[src/rtl/seven_seg_scanner_if.sv]
// Display-side bundle for the 6-digit scanner: BCD digits and controls in,
// multiplexed anode/cathode drive out.
interface seven_seg_scanner_if;
    logic [3:0] s1;
    logic [3:0] s2;
    logic [3:0] m1;
    logic [3:0] m2;
    logic [3:0] h1;
    logic [3:0] h2;
    logic       blank;
    logic       lamp_test;
    logic [5:0] an;
    logic [6:0] seg;
    logic       dp;

    modport master (
        output s1, s2, m1, m2, h1, h2, blank, lamp_test,
        input  an, seg, dp
    );

    modport slave (
        input  s1, s2, m1, m2, h1, h2, blank, lamp_test,
        output an, seg, dp
    );
endinterface

[src/rtl/seven_seg_scanner.sv]
// Time-multiplexed driver for a 6-digit common-anode 7-segment clock display
// with per-frame digit snapshots, leading-zero blanking and blinking separators.
module seven_seg_scanner #(
    parameter int REFRESH_DIV = 100_000,
    parameter int DP_HALF     = 50_000_000,
    parameter int BLANK_LZ    = 1
) (
    input logic                clk,
    input logic                rst,
    seven_seg_scanner_if.slave disp
);

    localparam int RW = (REFRESH_DIV > 1) ? $clog2(REFRESH_DIV) : 1;
    localparam int BW = (DP_HALF > 1) ? $clog2(DP_HALF) : 1;
    localparam logic [RW-1:0] REFRESH_LAST = RW'(REFRESH_DIV - 1);
    localparam logic [BW-1:0] BLINK_LAST   = BW'(DP_HALF - 1);

    localparam logic [5:0] AN_OFF  = 6'b111111;
    localparam logic [6:0] SEG_OFF = 7'b1111111;
    localparam logic [6:0] SEG_ALL = 7'b0000000;

    typedef enum logic [2:0] {
        SLOT_S1 = 3'd0,
        SLOT_S2 = 3'd1,
        SLOT_M1 = 3'd2,
        SLOT_M2 = 3'd3,
        SLOT_H1 = 3'd4,
        SLOT_H2 = 3'd5
    } slot_e;

    logic [RW-1:0] refresh_cnt;
    logic [BW-1:0] blink_cnt;
    logic          dp_phase;
    slot_e         idx;

    logic [3:0] snap_s1;
    logic [3:0] snap_s2;
    logic [3:0] snap_m1;
    logic [3:0] snap_m2;
    logic [3:0] snap_h1;
    logic [3:0] snap_h2;

    logic       tick;
    logic       blink_tick;
    logic [3:0] digit;
    logic [5:0] an_next;
    logic [6:0] seg_next;
    logic       dp_next;

    // Active-low gfedcba; non-decimal codes show a lone dash.
    function automatic logic [6:0] decode_bcd(input logic [3:0] value);
        logic [6:0] segs;
        case (value)
            4'd0:    segs = 7'h40;
            4'd1:    segs = 7'h79;
            4'd2:    segs = 7'h24;
            4'd3:    segs = 7'h30;
            4'd4:    segs = 7'h19;
            4'd5:    segs = 7'h12;
            4'd6:    segs = 7'h02;
            4'd7:    segs = 7'h78;
            4'd8:    segs = 7'h00;
            4'd9:    segs = 7'h10;
            default: segs = 7'h3F;
        endcase
        return segs;
    endfunction

    assign tick       = (refresh_cnt == REFRESH_LAST);
    assign blink_tick = (blink_cnt == BLINK_LAST);

    // NOTE: every always_comb output gets a default first so no path can infer a latch.
    always_comb begin
        digit = snap_s1;
        case (idx)
            SLOT_S1: digit = snap_s1;
            SLOT_S2: digit = snap_s2;
            SLOT_M1: digit = snap_m1;
            SLOT_M2: digit = snap_m2;
            SLOT_H1: digit = snap_h1;
            SLOT_H2: digit = snap_h2;
            default: digit = snap_s1;
        endcase
    end

    always_comb begin
        an_next  = ~(6'b000001 << idx);
        seg_next = decode_bcd(digit);
        dp_next  = ~(dp_phase && (idx == SLOT_M1 || idx == SLOT_H1));

        if (BLANK_LZ != 0 && idx == SLOT_H2 && digit == 4'd0) begin
            seg_next = SEG_OFF;
            dp_next  = 1'b1;
        end

        // Lamp test wins over blank so a dark display can still be checked.
        if (disp.lamp_test) begin
            seg_next = SEG_ALL;
            dp_next  = 1'b0;
        end else if (disp.blank) begin
            an_next  = AN_OFF;
            seg_next = SEG_OFF;
            dp_next  = 1'b1;
        end
    end

    // NOTE: sequential state uses non-blocking assignments so every register
    // samples pre-edge values regardless of statement order.
    always_ff @(posedge clk) begin
        if (!rst) begin
            refresh_cnt <= '0;
            blink_cnt   <= '0;
            dp_phase    <= 1'b0;
            idx         <= SLOT_S1;
            // NOTE: the snapshot bank is reset on purpose so the first frame
            // after reset shows zeros instead of stale data.
            snap_s1     <= '0;
            snap_s2     <= '0;
            snap_m1     <= '0;
            snap_m2     <= '0;
            snap_h1     <= '0;
            snap_h2     <= '0;
            disp.an     <= AN_OFF;
            disp.seg    <= SEG_OFF;
            disp.dp     <= 1'b1;
        end else begin
            refresh_cnt <= tick ? '0 : refresh_cnt + 1'b1;
            blink_cnt   <= blink_tick ? '0 : blink_cnt + 1'b1;
            if (blink_tick) begin
                dp_phase <= ~dp_phase;
            end

            if (tick) begin
                if (idx == SLOT_H2) begin
                    idx     <= SLOT_S1;
                    // Capture all six digits together so a frame never tears.
                    snap_s1 <= disp.s1;
                    snap_s2 <= disp.s2;
                    snap_m1 <= disp.m1;
                    snap_m2 <= disp.m2;
                    snap_h1 <= disp.h1;
                    snap_h2 <= disp.h2;
                end else begin
                    idx <= slot_e'(idx + 3'd1);
                end
            end

            disp.an  <= an_next;
            disp.seg <= seg_next;
            disp.dp  <= dp_next;
        end
    end

endmodule
[src/flat_wrapper.sv]
// flat-port wrapper written by rule: the top's interface ports become plain ports
module seven_seg_scanner_flat 
#(
    parameter int REFRESH_DIV = 100_000,
    parameter int DP_HALF     = 50_000_000,
    parameter int BLANK_LZ    = 1
)
  (clk, rst, disp_s1, disp_s2, disp_m1, disp_m2, disp_h1, disp_h2, disp_blank, disp_lamp_test, disp_an, disp_seg, disp_dp);
  seven_seg_scanner_if disp_i ();
  input logic clk;
  input logic rst;
  input wire logic [$bits(disp_i.s1)-1:0] disp_s1;
  input wire logic [$bits(disp_i.s2)-1:0] disp_s2;
  input wire logic [$bits(disp_i.m1)-1:0] disp_m1;
  input wire logic [$bits(disp_i.m2)-1:0] disp_m2;
  input wire logic [$bits(disp_i.h1)-1:0] disp_h1;
  input wire logic [$bits(disp_i.h2)-1:0] disp_h2;
  input wire logic [$bits(disp_i.blank)-1:0] disp_blank;
  input wire logic [$bits(disp_i.lamp_test)-1:0] disp_lamp_test;
  output wire logic [$bits(disp_i.an)-1:0] disp_an;
  output wire logic [$bits(disp_i.seg)-1:0] disp_seg;
  output wire logic [$bits(disp_i.dp)-1:0] disp_dp;
  assign disp_i.s1 = disp_s1;
  assign disp_i.s2 = disp_s2;
  assign disp_i.m1 = disp_m1;
  assign disp_i.m2 = disp_m2;
  assign disp_i.h1 = disp_h1;
  assign disp_i.h2 = disp_h2;
  assign disp_i.blank = disp_blank;
  assign disp_i.lamp_test = disp_lamp_test;
  assign disp_an = disp_i.an;
  assign disp_seg = disp_i.seg;
  assign disp_dp = disp_i.dp;
  seven_seg_scanner #(.REFRESH_DIV(REFRESH_DIV), .DP_HALF(DP_HALF), .BLANK_LZ(BLANK_LZ)) u_core (.clk(clk), .rst(rst), .disp(disp_i));
endmodule
[config.mk]
export PLATFORM = sky130hd
export DESIGN_NAME = seven_seg_scanner_flat
export DESIGN_NICKNAME = d
export VERILOG_FILES = /design/src/rtl/seven_seg_scanner_if.sv /design/src/rtl/seven_seg_scanner.sv /design/src/flat_wrapper.sv
export SDC_FILE = /design/constraint.sdc
export NUM_CORES = 1
export LEC_CHECK = 0
export BUFFER_PORTS_ARGS = -buffer_cell sky130_fd_sc_hd__buf_4
export CORE_MARGIN = 4
export CORE_UTILIZATION = 45
export DETAILED_ROUTE_END_ITERATION = 10
export PLACE_DENSITY = 0.67
export SLEW_MARGIN = 20
export SYNTH_ARGS = -nofsm -noshare
export SYNTH_HDL_FRONTEND = slang
export SYNTH_SLANG_ARGS = --single-unit
export TNS_END_PERCENT = 20
[constraint.sdc]
create_clock -name clk -period 7.85 [get_ports clk]
set_input_delay 0.785 -clock clk [delete_from_list [all_inputs] [get_ports clk]]
set_output_delay 0.785 -clock clk [all_outputs]
set_load 0.05 [all_outputs]
* Word level (Yosys, flattened, before mapping)
Memories as Yosys holds them, arrays and structs flattened.
Cells that the tools add are included.
Widths: inputs -> output; s select.
** Cells by class
- Shift operators :: 1
- $mul :: 0
- Eq/ne operators :: 7
- Div/mod/pow operators :: 0
- Reduce and logical (&&, ||, !) cells :: 7
- Bitwise logic cells :: 4
- Magnitude comparators :: 0
- Add/subtract/negate cells :: 3
- Muxes and demuxes :: 10
** Operators with widths (number)
- $add 26x1->26 const B :: 1
- $eq 26x26->1 const B :: 1
- $mux 7 :: 3
- $pmux 4 s5 :: 1
- $add 17x1->17 const B :: 1
- $eq 17x17->1 const B :: 1
- $mux 6 :: 2
- $eq 3x2->1 const B :: 2
- $eq 3x3->1 const B :: 2
- $not 6->6 :: 1
- $shl 1x3->6 const A :: 1
- $logic_not 4->1 :: 1
- $reduce_or 2->1 :: 2
- $add 3x1->3 const B :: 1
- $eq 3x1->1 const B :: 1
- $mux 1 :: 3
- $mux 3 :: 1
- $not 1->1 :: 3
- $logic_and 1x1->1 :: 2
- $reduce_and 2->1 :: 1
- $logic_or 1x1->1 :: 1
** Word-level totals
- Input port bits :: 28
- Memories kept :: 1
- Memory bits (writable) :: 0
- Output and inout bits :: 14
- Logic and storage cells :: 46
- Register bits after elaboration :: 85
- Latch bits :: 0
- ROM bits :: 112
** Memories
- (no name shown) :: depth 16, width 7, rd ports 1, clocked after Yosys merged registers in 0, wr ports 0, line seven_seg_scanner.sv:53 : case (value)

* Longest topological paths before layout
Gate-level depths: netlist of the first run.
- Depth after elaboration :: 7
- Mapped depth :: 15
- Gate-level depth less buffers :: 12

* Worst setup path before layout of the first run
No wires, ideal clock.
- Path kind :: register to register
- Start point :: register u_core.idx[0]
- End point :: register u_core.disp.seg[6]
- Stages on the path, launching flop included :: 16
- Path slack :: 5.147 ns
- Arrival :: 2.620 ns
- Clock period less this slack :: 2.703 ns
- Cell sequence :: dfxtp_1 > buf_6 > buf_2 > and2_1 > ha_1 > clkbuf_1 > or2_2 > nand2_1 > a221oi_1 > nor2_1 > inv_1 > ha_1 > nand2_1 > nor3_4 > nor2_2 > o221ai_1
** Between the ends
- Longest elaborated chain between the ends :: 7
** RTL lines
- start: declaration :: line seven_seg_scanner.sv:34 : slot_e idx;
- start signal: assignment :: line seven_seg_scanner.sv:144 : idx <= slot_e'(idx + 3'd1);
- branches (longest 4 deep; another with $mem_v2 16x7)
- $mux 7 * :: line seven_seg_scanner.sv:91 : if (BLANK_LZ != 0 && idx == SLOT_H2 && digit == 4'd0) begin
- $mux 7 * :: line seven_seg_scanner.sv:100 : end else if (disp.blank) begin
- $mux 7 * :: line seven_seg_scanner.sv:97 : if (disp.lamp_test) begin
- end signal: assignment :: line seven_seg_scanner.sv:149 : disp.seg <= seg_next;
- end: declaration :: line seven_seg_scanner_if.sv:23 : output an, seg, dp
Mark *: on every way between the ends.
A chain may end at the register's enable or synchronous reset.

* Worst setup path after layout of the first run
Same ends and word-level chain as after synthesis.

==> results of run 1 <==
-- cell families after synthesis --
logic type	Yosys count	share of synthesized area
AOI/OAI and AO/OA	66	0.134
xor gates and xnor gates	40	0.0901
adders and majority gates	6	0.0193
buffers and inverters	30	0.0367
DFF	85	0.438
muxes	5	0.0132
and+or+nand+nor	215	0.269
-- per-layer routing --
layer	GRT usage	part of all wire	vias up	routed length [µm]
met5	0	0	-	0
li1	-	-	1575	-
met2	0.236	0.42	49	3170
met1	0.218	0.52	1388	3880
met4	0.0593	0.014	0	106
met3	0.0339	0.042	9	314
-- state kept, by name (all words and copies together), names as in the netlist, 3 cells and up --
register,count
u_core.refresh_cnt,17
u_core.blink_cnt,26
u_core.snap_m2,4
u_core.disp.an,6
u_core.disp.seg,7
u_core.snap_m1,4
u_core.snap_h1,4
u_core.snap_h2,4
u_core.idx,3
u_core.snap_s1,4
u_core.snap_s2,4
-- final timing paths --
| path | to | slack (ns) | cells after the start |
|---|---|---|---|
| max | u_core.disp.seg[6] | 4.74 | 12 |
| min | u_core.snap_h2[2] | 0.46 | 2 |
| max reg2reg | u_core.disp.seg[6] | 4.74 | 12 |
| min reg2reg | u_core.snap_h2[2] | 0.46 | 2 |
-- layout make-up --
cell class	count	share of cell area
multi-input cells	332	0.465
clock inverters	6	0.0108
well taps	105	0.0299
clock buffers	10	0.0313
repair buffers	41	0.0700
flip-flops and latches	85	0.387
inverters	7	0.00598
-- power groups by stage --
stage / logic (mW) / clock network [mW] / registers, mW
floorplan: 0.0152 / 0 / 0.462
CTS: 0.0462 / 0.297 / 0.440
global route: 0.0502 / 0.313 / 0.441
finish: 0.0457 / 0.285 / 0.440
detailed placement: 0.0460 / 0 / 0.450
global placement: 0.0454 / 0 / 0.450
-- synthesized netlist by cell type (5+ instances only) --
master                     instances
sky130_fd_sc_hd__nor2_1           50
sky130_fd_sc_hd__nand4_1          10
sky130_fd_sc_hd__a21oi_1           7
sky130_fd_sc_hd__buf_2             9
sky130_fd_sc_hd__dfxtp_1          85
sky130_fd_sc_hd__ha_1              6
sky130_fd_sc_hd__xor2_1           32
sky130_fd_sc_hd__and2_1           10
sky130_fd_sc_hd__clkbuf_1          9
sky130_fd_sc_hd__xnor2_1           8
sky130_fd_sc_hd__nand3_1          19
sky130_fd_sc_hd__o21ai_0           5
sky130_fd_sc_hd__a21boi_0         25
sky130_fd_sc_hd__inv_1             6
sky130_fd_sc_hd__nor2b_1           6
sky130_fd_sc_hd__nand2_1          80
sky130_fd_sc_hd__nand2b_1          6
-- worst reg2reg max path: cells and delay by family (launching register included) --
kind / cells / cell delay (ns)
buf+inv: 1 / 0.11
compound gates: 3 / 0.63
flops: 1 / 0.73
fa+ha+maj: 2 / 0.58
simple gates: 6 / 0.99
-- stage by stage --
stage                     instances  hold slack [ns]   util  total power, mW
after floorplan                 447            0.418      -            0.477
after global placement          570            0.430  0.507            0.495
after detailed placement        570            0.454  0.507            0.496
after CTS                       586            0.466  0.530            0.783
after global routing            586            0.485  0.530            0.805
final                           586            0.463  0.530            0.771
==> impl_summary.md, run 1 <==
Power
The share of total power dissipated in sequential elements is 0.571. The net switching share of the total power is 0.245. The proportion of power drawn by combinational gates is 0.059. The clock share of power is 0.370. In this run the power density over the cells is 175 nW/µm². The total internal power is slightly below 600 µW. The static leakage power is approximately 1.6 nW. The maximum vdd drop is 0.115 mV. The switching power summed over all nets is between 150 and 200 µW.

Drt
In the routed design, unresolved DRC markers number 0. The routed via count divided by cell count is 5.16. The number of antenna-violating nets in the routed design is 0. The initial DRC count is about 110. The routed layout has 3021 vias. The routed wire length is 7.47 mm.

The number of optimization iterations in the first detailed-route pass is 5. In the final routed layout, each cell accounts on average for approximately 13 µm.

STA
The worst pin sits at a relative slew slack of 0.427. The total of endpoints with negative setup slack in the final report is 0. The measured slew at the worst slew-check pin is approximately 0.86 ns.

Setup repair after global routing left no endpoint under its margin. In the finished design, the share of the clock period the worst path needs comes to 0.396. The total negative setup slack is 0 ns. The clock skew is roughly 0.012 ns.

Based on the critical path, the design can be clocked at up to 321 MHz. The final critical path time including I/O delays and setup is 3.11 ns. The final hold violation count is 0.

The worst path meets setup with 4.74 ns of slack. The final count of pins violating max slew came to 0.

CTS
The post-CTS setup repair buffer count is 0. CTS placed an instance of sky130_fd_sc_hd__clkbuf_8 at the clock tree root. For the worst-skew pair, the clock arrives at the later sink with an insertion delay of 0.35 ns. The number of buffers added to fix hold violations after cts is 0. Clock-pin slew was measured on the worst setup and hold paths at 0.08 ns. The deepest level of the CTS H-tree is 3. The clock drives 85 sinks. The largest buffer count on any clock path is 2. In this run, post-CTS repair resized a total of 0 instances.

The TritonCTS clock tree is yes. The TritonCTS buffer count is 9.

Run
The tool flagged a number of max-cap violations equal to 0.

Hold path
In this run the most critical hold path is launched from u_core.snap_h2[2]. The class of the tightest hold or removal check is reg2reg.

Die
The width of the die is a little over 100 µm. The number of I/O pins is 42. The initialized floorplan defines 33 standard-cell rows.

The initial utilization of the core area, before any placement, comes to 0.468. The die height is roughly 100 µm. The die covers roughly 10000 µm². The area inside the core boundary is 8300 µm².

Setup path
The standard cell with the maximum stage delay on the critical path is sky130_fd_sc_hd__dfxtp_1. The critical path in this run is classified as reg2reg. STA puts the critical path data required time at 8.12 ns. STA classifies the critical path endpoint as a flip-flop. Walking the worst path, the cells encountered are and2_1, ha_1, nand2b_1, o21ai_0, a221oi_1, nor2_1, inv_1, ha_1, nand2_1, nor3_4, nor2_2, o221ai_1.

The top fanout value on the critical path is 18. Data on the critical path arrives at its endpoint at 3.38 ns. The startpoint type of the worst setup path is a flip-flop.

The buffering stage count on the worst path with inverters included is 1. The peak per-stage delay on the critical path is approximately 0.73 ns. On the critical path the largest part of the delay comes from simple AND/OR/NAND/NOR gates. The startpoint of the most critical setup path is u_core.idx[0]. Counting stages on the worst path, the most repeated cell is sky130_fd_sc_hd__ha_1. The startpoint identified for the worst register-to-register timing path is u_core.idx[0].

Logic synthesis
The number of unique standard cell types used by synthesis is 60. After synthesis the cells add up to ~3900 µm². For this run, the register share of the synthesized area comes to 0.438.

In the synthesized netlist the async set-or-reset flop fraction comes to 0. Of the post-synthesis cell area, the dominant cell type holds 0.438. The largest total area in the synthesized netlist belongs to sky130_fd_sc_hd__dfxtp_1. The Yosys step of the flow raised 0 warnings.

After synthesis, the cell types taking the most area are sky130_fd_sc_hd__dfxtp_1 44%, sky130_fd_sc_hd__nand2_1 7.7%, sky130_fd_sc_hd__xor2_1 7.2%, sky130_fd_sc_hd__a21boi_0 4.8%, sky130_fd_sc_hd__nor2_1 4.8%. The synthesized design contains 0 enable-type register cells. Counting flops and latches in the post-synthesis netlist gives 85. Among all flip-flop cells after synthesis, the most frequent one is sky130_fd_sc_hd__dfxtp_1. Averaged over all synthesized cells, the footprint is 8.70 µm². Synthesis produced a netlist with a net count of roughly 480.

The gate count after technology mapping is around 450.

Cells and area
The final instance area is 4400 µm². Registers take 1700 µm². Of the cells placed in the final design, the portion with a size suffix greater than 1 is 0.154. In the layout the commonest cells are 85 x sky130_fd_sc_hd__dfxtp_1, 80 x sky130_fd_sc_hd__nand2_1, 50 x sky130_fd_sc_hd__nor2_1. Leaving out fill and tap cells, the most frequent cell in the layout is sky130_fd_sc_hd__dfxtp_1. After the last flow step, the layout net total stands at 510. The layout has 768 filler cells. The final antenna diode count is 0. In the final layout, the multi-input gates occupy 2040 µm². The layout overhead on the synthesized area is 13.1%.

Place
The final RePlAce weighted congestion is 0.859. The count of buffers added on input and output ports is between 40 and 50. The estimated wirelength of the detail-placed design is between 5 and 6 mm.

After detailed placement, the total cell area comes to 4210 µm². Before CTS, the worst setup slack after placement is 4.80 ns.

Global route
The via count of the first global-routing pass is 2853. The total congestion overflow is 0. The number of antenna violations at the first check in global routing was 0. Entering global routing, the biggest net connects 42 pins.

The combined global-route utilization of all metal layers is 0.156. The first-pass GRT wire length is about 13 mm.

Run status
The run finished with clean final reports.
No activity file was read; power rests on OpenSTA's default activity.
==> run 2, diff against run 1 <==
--- a/config.mk
+++ b/config.mk
@@ -5,6 +5,7 @@
 export SDC_FILE = /design/constraint.sdc
 export NUM_CORES = 1
 export LEC_CHECK = 0
+export ABC_AREA = 1
 export BUFFER_PORTS_ARGS = -buffer_cell sky130_fd_sc_hd__buf_4
 export CORE_MARGIN = 4
 export CORE_UTILIZATION = 45
==> constraint.sdc (replaced) <==
create_clock -name clk -period 3.19 [get_ports clk]
set_input_delay 0.319 -clock clk [delete_from_list [all_inputs] [get_ports clk]]
set_output_delay 0.319 -clock clk [all_outputs]
set_load 0.05 [all_outputs]
==> impl_summary.md, run 2 <==
Run status
The flow ran to the end, and the final reports show no timing, DRC or antenna violations.

Setup path
The minimum setup slack among reg-to-reg paths is 0.69 ns. STA classifies the critical path endpoint as a flip-flop. The top fanout value on the critical path is 14. The worst reg-to-reg path cell count is 15. In this design, the stage delay of the slowest critical-path cell is 0.67 ns.

At the worst endpoint, the arrival time is 2.75 ns. Walking the worst path, the cells encountered are inv_2, ha_1, nor2_2, nand3_1, nand3_2, inv_1, ha_1, inv_1, nor2_1, nand2_1, nand2_2, nor2_4, nand2_1, nand2_1, nand2_1. The capturing instance or port of the critical path is u_core.disp.seg[2].

The critical register-to-register path endpoint is u_core.disp.seg[2]. The critical path required time is 3.44 ns. The standard cell with the maximum stage delay on the critical path is sky130_fd_sc_hd__dfxtp_1.

The cell family contributing the most delay on the critical path is simple AND/OR/NAND/NOR gates. The number of logic stages on the critical path including buffering is 15. Counting stages on the worst path, the most repeated cell is sky130_fd_sc_hd__nand2_1. The startpoint identified for the worst register-to-register timing path is u_core.idx[2]. The worst setup path is launched from a flip-flop. The startpoint of the most critical setup path is u_core.idx[2].

The critical path start-end classification is reg2reg. Counting both buffers and inverters, the worst setup path holds a total of 3.

Drt
The routed layout has 3543 vias. The detail route stage leaves a number of antenna-violating nets equal to 0. The per-cell routed wire length is roughly 12 µm. The routed via count divided by cell count is 5.01. The routed design has 8.66 mm of wire. The number of optimization iterations in the first detailed-route pass is 4. For this block, the initial DRC count from the detailed router was 169.

The count of unresolved DRC violations after routing is 0.

Global route
The via count of the first global-routing pass is 3348. The number of antenna violations at the first check in global routing came to 0. The first-pass GRT wire length is 14.8 mm. The largest net degree at the start of global routing is 38. The total congestion overflow is 0. For this run, the total global-route usage over all layers was measured as 0.164.

Logic synthesis
The number of flops mapped to enable cells by yosys is 0. When the netlist entered floorplanning its net count stood at 591. In this run, synthesis produced a sequential element count of 85.

By area the synthesized netlist is led by sky130_fd_sc_hd__dfxtp_1 41%, sky130_fd_sc_hd__nand2_1 9.9%, sky130_fd_sc_hd__nor2_1 6.1%, sky130_fd_sc_hd__inv_1 5.0%, sky130_fd_sc_hd__o21ai_0 4.7%. Each instance of the synthesized netlist takes up on average ~7.4 µm². The count of synthesis-stage warnings from yosys is 0. The leading area contributor after synthesis is sky130_fd_sc_hd__dfxtp_1.

The async set or reset register ratio after synthesis is 0. The combined area of all synthesized cells is slightly above 4000 µm². The part of the Yosys area used for sequential elements is 0.414. The number of unique standard cell types used by synthesis is 37. The most used flip-flop cell after synthesis is sky130_fd_sc_hd__dfxtp_1.

Ranked by instance count, the synthesized netlist is headed by 108 x sky130_fd_sc_hd__nand2_1, 85 x sky130_fd_sc_hd__dfxtp_1, 67 x sky130_fd_sc_hd__nor2_1. Of the post-synthesis cell area, the dominant cell type holds 0.414. After technology mapping, the gate count stands at 557. Among all cell types in the netlist, the one instantiated most often is sky130_fd_sc_hd__nand2_1.

Power
The maximum vdd drop is 0.253 mV. The share of total power dissipated in combinational logic is 0.055. Summed over all nets, the switching power comes to 468 µW. Dividing total power by cell area gives a power density of 420 nW/µm².

Cell internal power was estimated by the tool at ~1.5 mW. Of the total power, the share spent switching nets is 0.240. The post-layout total power is just under 2 mW. Of the total power, the clock network draws 0.390. The static leakage power is 1.89 nW.

The sequential fraction of design power is 0.555.

Cells and area
The register with the most flip-flops in the final layout is u_core.blink_cnt. Leaving out fill and tap cells, the most frequent cells in the layout are 108 x sky130_fd_sc_hd__nand2_1, 85 x sky130_fd_sc_hd__dfxtp_1, 67 x sky130_fd_sc_hd__nor2_1. The flip-flop count of the largest register after layout is 26.

The largest registers in the layout are u_core.blink_cnt x26, u_core.refresh_cnt x17, u_core.disp.seg x7. The final instance area is 4640 µm². After the last flow step, the layout net total stands at 628. The final cell count without fillers is ~710. Compared with the post-synthesis result, the final layout area differs by 12.8%.

The most common library cell in the layout ignoring fill and taps is sky130_fd_sc_hd__nand2_1. In the final layout, the share of cells above drive strength 1 is 0.172. The number of antenna diodes in the final layout is 0.

CTS
The number of cells upsized or downsized after cts is 0. The buffer type at the clock tree root is sky130_fd_sc_hd__clkbuf_8. The clock edge transition at the registers on the reported setup and hold paths is 0.09 ns. Buffers added to address setup during post-CTS repair amount to 0. The clock sink total is 85. The largest buffer count on any clock path is 2. Clock tree synthesis inserted a total of 9 buffers. The number of buffers added to fix hold violations after cts is 0.

The later pin in the worst-skew pair is clocked with a latency of between 0.3 and 0.4 ns. The TritonCTS clock tree is yes. The clock tree synthesis step divided the H-tree into 3 levels.

STA
Derived from the worst setup path, the maximum achievable clock frequency is 401 MHz. Subtracting the final worst setup slack from the clock period gives between 2 and 2.5 ns. The final hold violation count is 0. The period utilization is 0.783. The final count of pins violating max slew is 0. In this run the tightest slew margin relative to its limit is 0.633.

Setup violations remaining at the end of the flow were counted as 0. In the final timing run, aggregate negative setup slack is 0 ns. The worst setup slack after layout is 0.693 ns. Setup repair after global routing left no endpoint under its margin. The measured slew at the worst slew-check pin is about 0.55 ns.

The clock skew is 0.0111 ns.

Place
The count of buffers inserted at the top-level ports is 41. The final RePlAce weighted congestion is 0.896. The post-placement cell count is 691. The pre-CTS setup slack is 0.680 ns.

The placed instance area is 4440 µm². The estimated wirelength of the detail-placed design is roughly 6.3 mm.

Die
The die covers 10700 µm². The initial core utilization is 0.467. The floorplan step defined a core boundary enclosing just under 9000 µm². Measured along the y axis, the die boundary spans 104 µm. The number of I/O pins is between 40 and 50. After floorplanning, the core was divided into 34 placement rows.

In this run the horizontal extent of the chip is 104 µm.

Run
The total of max-cap violations is 0.

Hold path
In this run the worst hold path is classified as in2reg.
## run 2: changes by cell type after synthesis, sizes merged, moves of 22 or more
| cell | change |
|---|---|
| a21boi | -26 |
| inv | +55 |
| nand2 | +33 |
| nor2 | +35 |
| nor3 | +34 |
| o21ai | +31 |
| xor2 | -22 |
## run 2: how the worst min path moves through the flow
stage | from | endpoint | slack, ns | depth (start not counted)
final | disp_m2[0] | u_core.snap_m2[0] | 0.19 | 3
after global routing | disp_m1[2] | u_core.snap_m1[2] | 0.17 | 3
after detailed placement | u_core.refresh_cnt[0] | u_core.refresh_cnt[0] | 0.44 | 1
after CTS | disp_m2[0] | u_core.snap_m2[0] | 0.18 | 3
after floorplan | u_core.refresh_cnt[0] | u_core.refresh_cnt[0] | 0.42 | 1
after global placement | u_core.refresh_cnt[0] | u_core.refresh_cnt[0] | 0.43 | 1
## run 2: cells by family after synthesis
family                     synth area share
AOI/OAI and AO/OA                    0.0873
buffers and inverters                0.0901
DFF                                   0.414
adders and majority gates            0.0183
xor gates and xnor gates             0.0234
and+or+nand+nor                       0.367
## run 2: power by group through the flow
stage | Clock [mW] | Combinational (mW) | Sequential, mW
2_1_floorplan | 0 | 0.0376 | 1.13
3_3_place_gp | 0 | 0.106 | 1.11
3_5_place_dp | 0 | 0.107 | 1.11
4_1_cts | 0.782 | 0.108 | 1.08
5_1_grt | 0.831 | 0.116 | 1.08
6_report | 0.760 | 0.106 | 1.08
## run 2: through the flow
stage / util / hold slack, ns
6_report: 0.527 / 0.188
5_1_grt: 0.527 / 0.174
4_1_cts: 0.527 / 0.178
3_5_place_dp: 0.504 / 0.438
3_3_place_gp: 0.504 / 0.429
2_1_floorplan: - / 0.418
## run 2: area by class of cell
class / instances / area [µm²]
clock buffer: 9 / 124
fill: 859 / 4170
sequential: 85 / 1700
clock inverter: 7 / 76.3
multi-input combinational: 392 / 2040
timing repair buffer: 42 / 315
tap: 108 / 135
inverter: 64 / 248
## run 2: per-layer routing
layer,wire length [µm],part of all wire,global-route usage
met1,4310,0.50,0.212
met2,3810,0.44,0.256
met3,328,0.038,0.0404
met4,207,0.024,0.0826
met5,0,0,0
## run 2: worst reg2reg max path: cells and delay by family, from the launching register on
family / cells / cell delay (ns)
buf+inv: 3 / 0.29
flops: 1 / 0.67
fa+ha+maj: 2 / 0.50
simple gates: 10 / 0.94
==> run 3, diff against run 2 <==
--- a/config.mk
+++ b/config.mk
@@ -5,7 +5,7 @@
 export SDC_FILE = /design/constraint.sdc
 export NUM_CORES = 1
 export LEC_CHECK = 0
-export ABC_AREA = 1
+export ABC_AREA = 0
 export BUFFER_PORTS_ARGS = -buffer_cell sky130_fd_sc_hd__buf_4
 export CORE_MARGIN = 4
 export CORE_UTILIZATION = 45
==> constraint.sdc (replaced) <==
create_clock -name clk -period 2.36 [get_ports clk]
set_input_delay 0.236 -clock clk [delete_from_list [all_inputs] [get_ports clk]]
set_output_delay 0.236 -clock clk [all_outputs]
set_load 0.05 [all_outputs]
==> impl_summary.md, run 3 (synthesized netlist as in run 1, its figures left out) <==
Run status
The run finished with clean final reports.

Setup path
In this run the worst setup path begins at u_core.idx[0]. The signal on the critical path passes through buf_12, or3_4, a21o_4, o32a_2, inv_2, ha_2, nand2_1, nor3_4, nor2_2, o221ai_1. The startpoint type of the worst setup path is a flip-flop. Broken down by cell family, the worst path's largest delay share belongs to simple AND/OR/NAND/NOR gates. The critical path required time is 2.63 ns.

The category of the worst setup path capture point is a flip-flop. The buffering stage count on the worst path with inverters included is 2. The top fanout value on the critical path is 16. The data arrival time of the critical path is 2.50 ns. Among all stages on the critical path, the largest delay is contributed by sky130_fd_sc_hd__or3_4. The startpoint of the worst register-to-register path is u_core.idx[0].

The critical path start-end classification is reg2reg. In this design, the stage delay of the slowest critical-path cell is 0.38 ns.

STA
Setup violations remaining at the end of the flow were counted as 0. The timing-limited maximum frequency is between 400 and 500 MHz. The worst pin sits at a relative slew slack of 0.695. Setup repair after global routing left no endpoint under its margin. The final hold violation count is 0.

The final critical path time including I/O delays and setup is 2.23 ns. Clock skew on the completed layout was measured at 0.0105 ns. The final count of pins violating max slew is 0. The period utilization is 0.945. In the final timing run, aggregate negative setup slack is 0 ns. The measured slew at the worst slew-check pin is around 0.45 ns.

Die
The region available for standard cell placement spans 8300 µm². After floorplanning, the core was divided into 33 placement rows. The die height is 101 µm. The number of I/O pins is 42. The overall die area is a little over 10000 µm².

The die is 101 µm wide. The initial utilization of the core area, before any placement, comes to 0.468.

Power
IR analysis of the VDD net gives a maximum drop of 0.260 mV. The power density normalized to cell area is 549 nW/µm². The static leakage power is 1.63 nW.

Cells and area
The largest register by flop count is u_core.blink_cnt. The library cell used most frequently in the layout, excluding fill and tap cells, is sky130_fd_sc_hd__dfxtp_1. The area taken by flip-flops and latches is between 1500 and 2000 µm². The total area of multi-input combinational cells is approximately 2100 µm². Of the cells placed in the final design, the portion with a size suffix greater than 1 is 0.192. The number of antenna diodes in the final layout is 0.

The largest registers in the layout are u_core.blink_cnt x26, u_core.refresh_cnt x17, u_core.disp.seg x7. Leaving out fill and tap cells, the most frequent cells in the layout are 82 x sky130_fd_sc_hd__dfxtp_1, 79 x sky130_fd_sc_hd__nand2_1, 53 x sky130_fd_sc_hd__buf_4. After filler insertion, the fill cell instance count of the layout stands at 797. In the final design database the tool counted between 500 and 600 nets.

The final instance area is between 4000 and 5000 µm². Compared with the post-synthesis result, the final layout area differs by 17.1%. The register with the most flip-flops in the layout has 26 of them.

Place
The final RePlAce weighted congestion is 0.805. Buffers placed on the I/O ports in this run total 41. The placed instance area is 4380 µm². Summed over all nets, the half-perimeter wirelength after detailed placement is 5.51 mm.

Global route
The first-pass GRT wire length is 13.3 mm. After global routing the overflow that remains totals 0. The combined global-route utilization of all metal layers is 0.161. The largest net degree at the start of global routing is 42.

The via count of the first global-routing pass is roughly 3000. The number of antenna violations at the first check in global routing is 0.

Drt
After detailed routing, the number of remaining DRC violations is 0. The final route contains 3094 vias. The initial DRC count is 64. Dividing the detail-routed wire length by the instance count gives about 13 µm. The routed via count divided by cell count is 5.16.

The number of antenna-violating nets in the routed design is 0. The routed design has a little under 8 mm of wire. The first detailed-routing pass took 4 iterations.

CTS
The deepest level of the CTS H-tree is 3. The buffer type at the clock tree root is sky130_fd_sc_hd__clkbuf_8. The clock edge transition at the registers on the reported setup and hold paths is about 0.08 ns. TritonCTS built the clock tree.

The source-to-sink clock delay at the later pin of the worst-skew pair is 0.35 ns. The clock sink total is 85. Counting the buffers created by CTS gives 9. The largest buffer count on any clock path is 2.

Run
The total of max-cap violations is 0.

Hold path
In this run the most critical hold path is launched from disp_lamp_test. The min-delay analysis places its worst path in the category in2reg.
## run 3: layout make-up
class,instances,share of cell area
clock buffers,11,0.0289
inverters,7,0.00577
clock inverters,4,0.00577
multi-input cells,332,0.456
repair buffers,56,0.101
flip-flops and latches,85,0.375
well taps,105,0.0289
## run 3: worst paths after layout
kind	end	slack, ns	cells after the start
worst max-delay path	u_core.disp.seg[6]	0.13	10
worst min-delay path	u_core.disp.dp	0.12	2
worst max register to register	u_core.disp.seg[6]	0.13	10
worst min register to register	u_core.blink_cnt[0]	0.45	1
## run 3: repair_timing
item,in CTS,in global routing
hold buffers,0,0
gates resized for setup,0,6
hold endpoints to repair,0,0
endpoints found under the setup margin,0,8
buffers inserted,0,0
## run 3: worst reg2reg max path: stages, from the launching register on
cell and delay [ns]:
sky130_fd_sc_hd__dfxtp_2 0.34, sky130_fd_sc_hd__buf_12 0.15, sky130_fd_sc_hd__or3_4 0.39, sky130_fd_sc_hd__a21o_4 0.26
sky130_fd_sc_hd__o32a_2 0.22, sky130_fd_sc_hd__inv_2 0.09, sky130_fd_sc_hd__ha_2 0.19, sky130_fd_sc_hd__nand2_1 0.10
sky130_fd_sc_hd__nor3_4 0.21, sky130_fd_sc_hd__nor2_2 0.07, sky130_fd_sc_hd__o221ai_1 0.16
## run 3: routing by layer
layer | vias up | part of all wire | track usage
li1 | 1606 | - | -
met5 | - | 0 | 0
met1 | 1429 | 0.50 | 0.218
met3 | 7 | 0.039 | 0.0360
met4 | 0 | 0.013 | 0.0521
met2 | 52 | 0.44 | 0.254
## run 3: through the flow
step / power (mW) / setup WS [ns] / std cells / utilization / hold WS [ns]
global placement: 1.65 / 0.143 / 585 / 0.527 / 0.431
global route: 2.61 / 0.0246 / 600 / 0.549 / 0.114
floorplan: 1.59 / -0.0489 / 447 / - / 0.336
CTS: 2.53 / 0.0399 / 600 / 0.546 / 0.113
finish: 2.50 / 0.129 / 600 / 0.549 / 0.124
detailed placement: 1.66 / 0.0649 / 585 / 0.527 / 0.443
## run 3: report_power, final
| part | internal [mW] | leakage [nW] | switching (mW) |
|---|---|---|---|
| logic | 0.0691 | 0.859 | 0.0881 |
| registers | 1.45 | 0.691 | 0.00966 |
| clock network | 0.376 | 0.0792 | 0.505 |
| total | 1.90 | 1.63 | 0.602 |
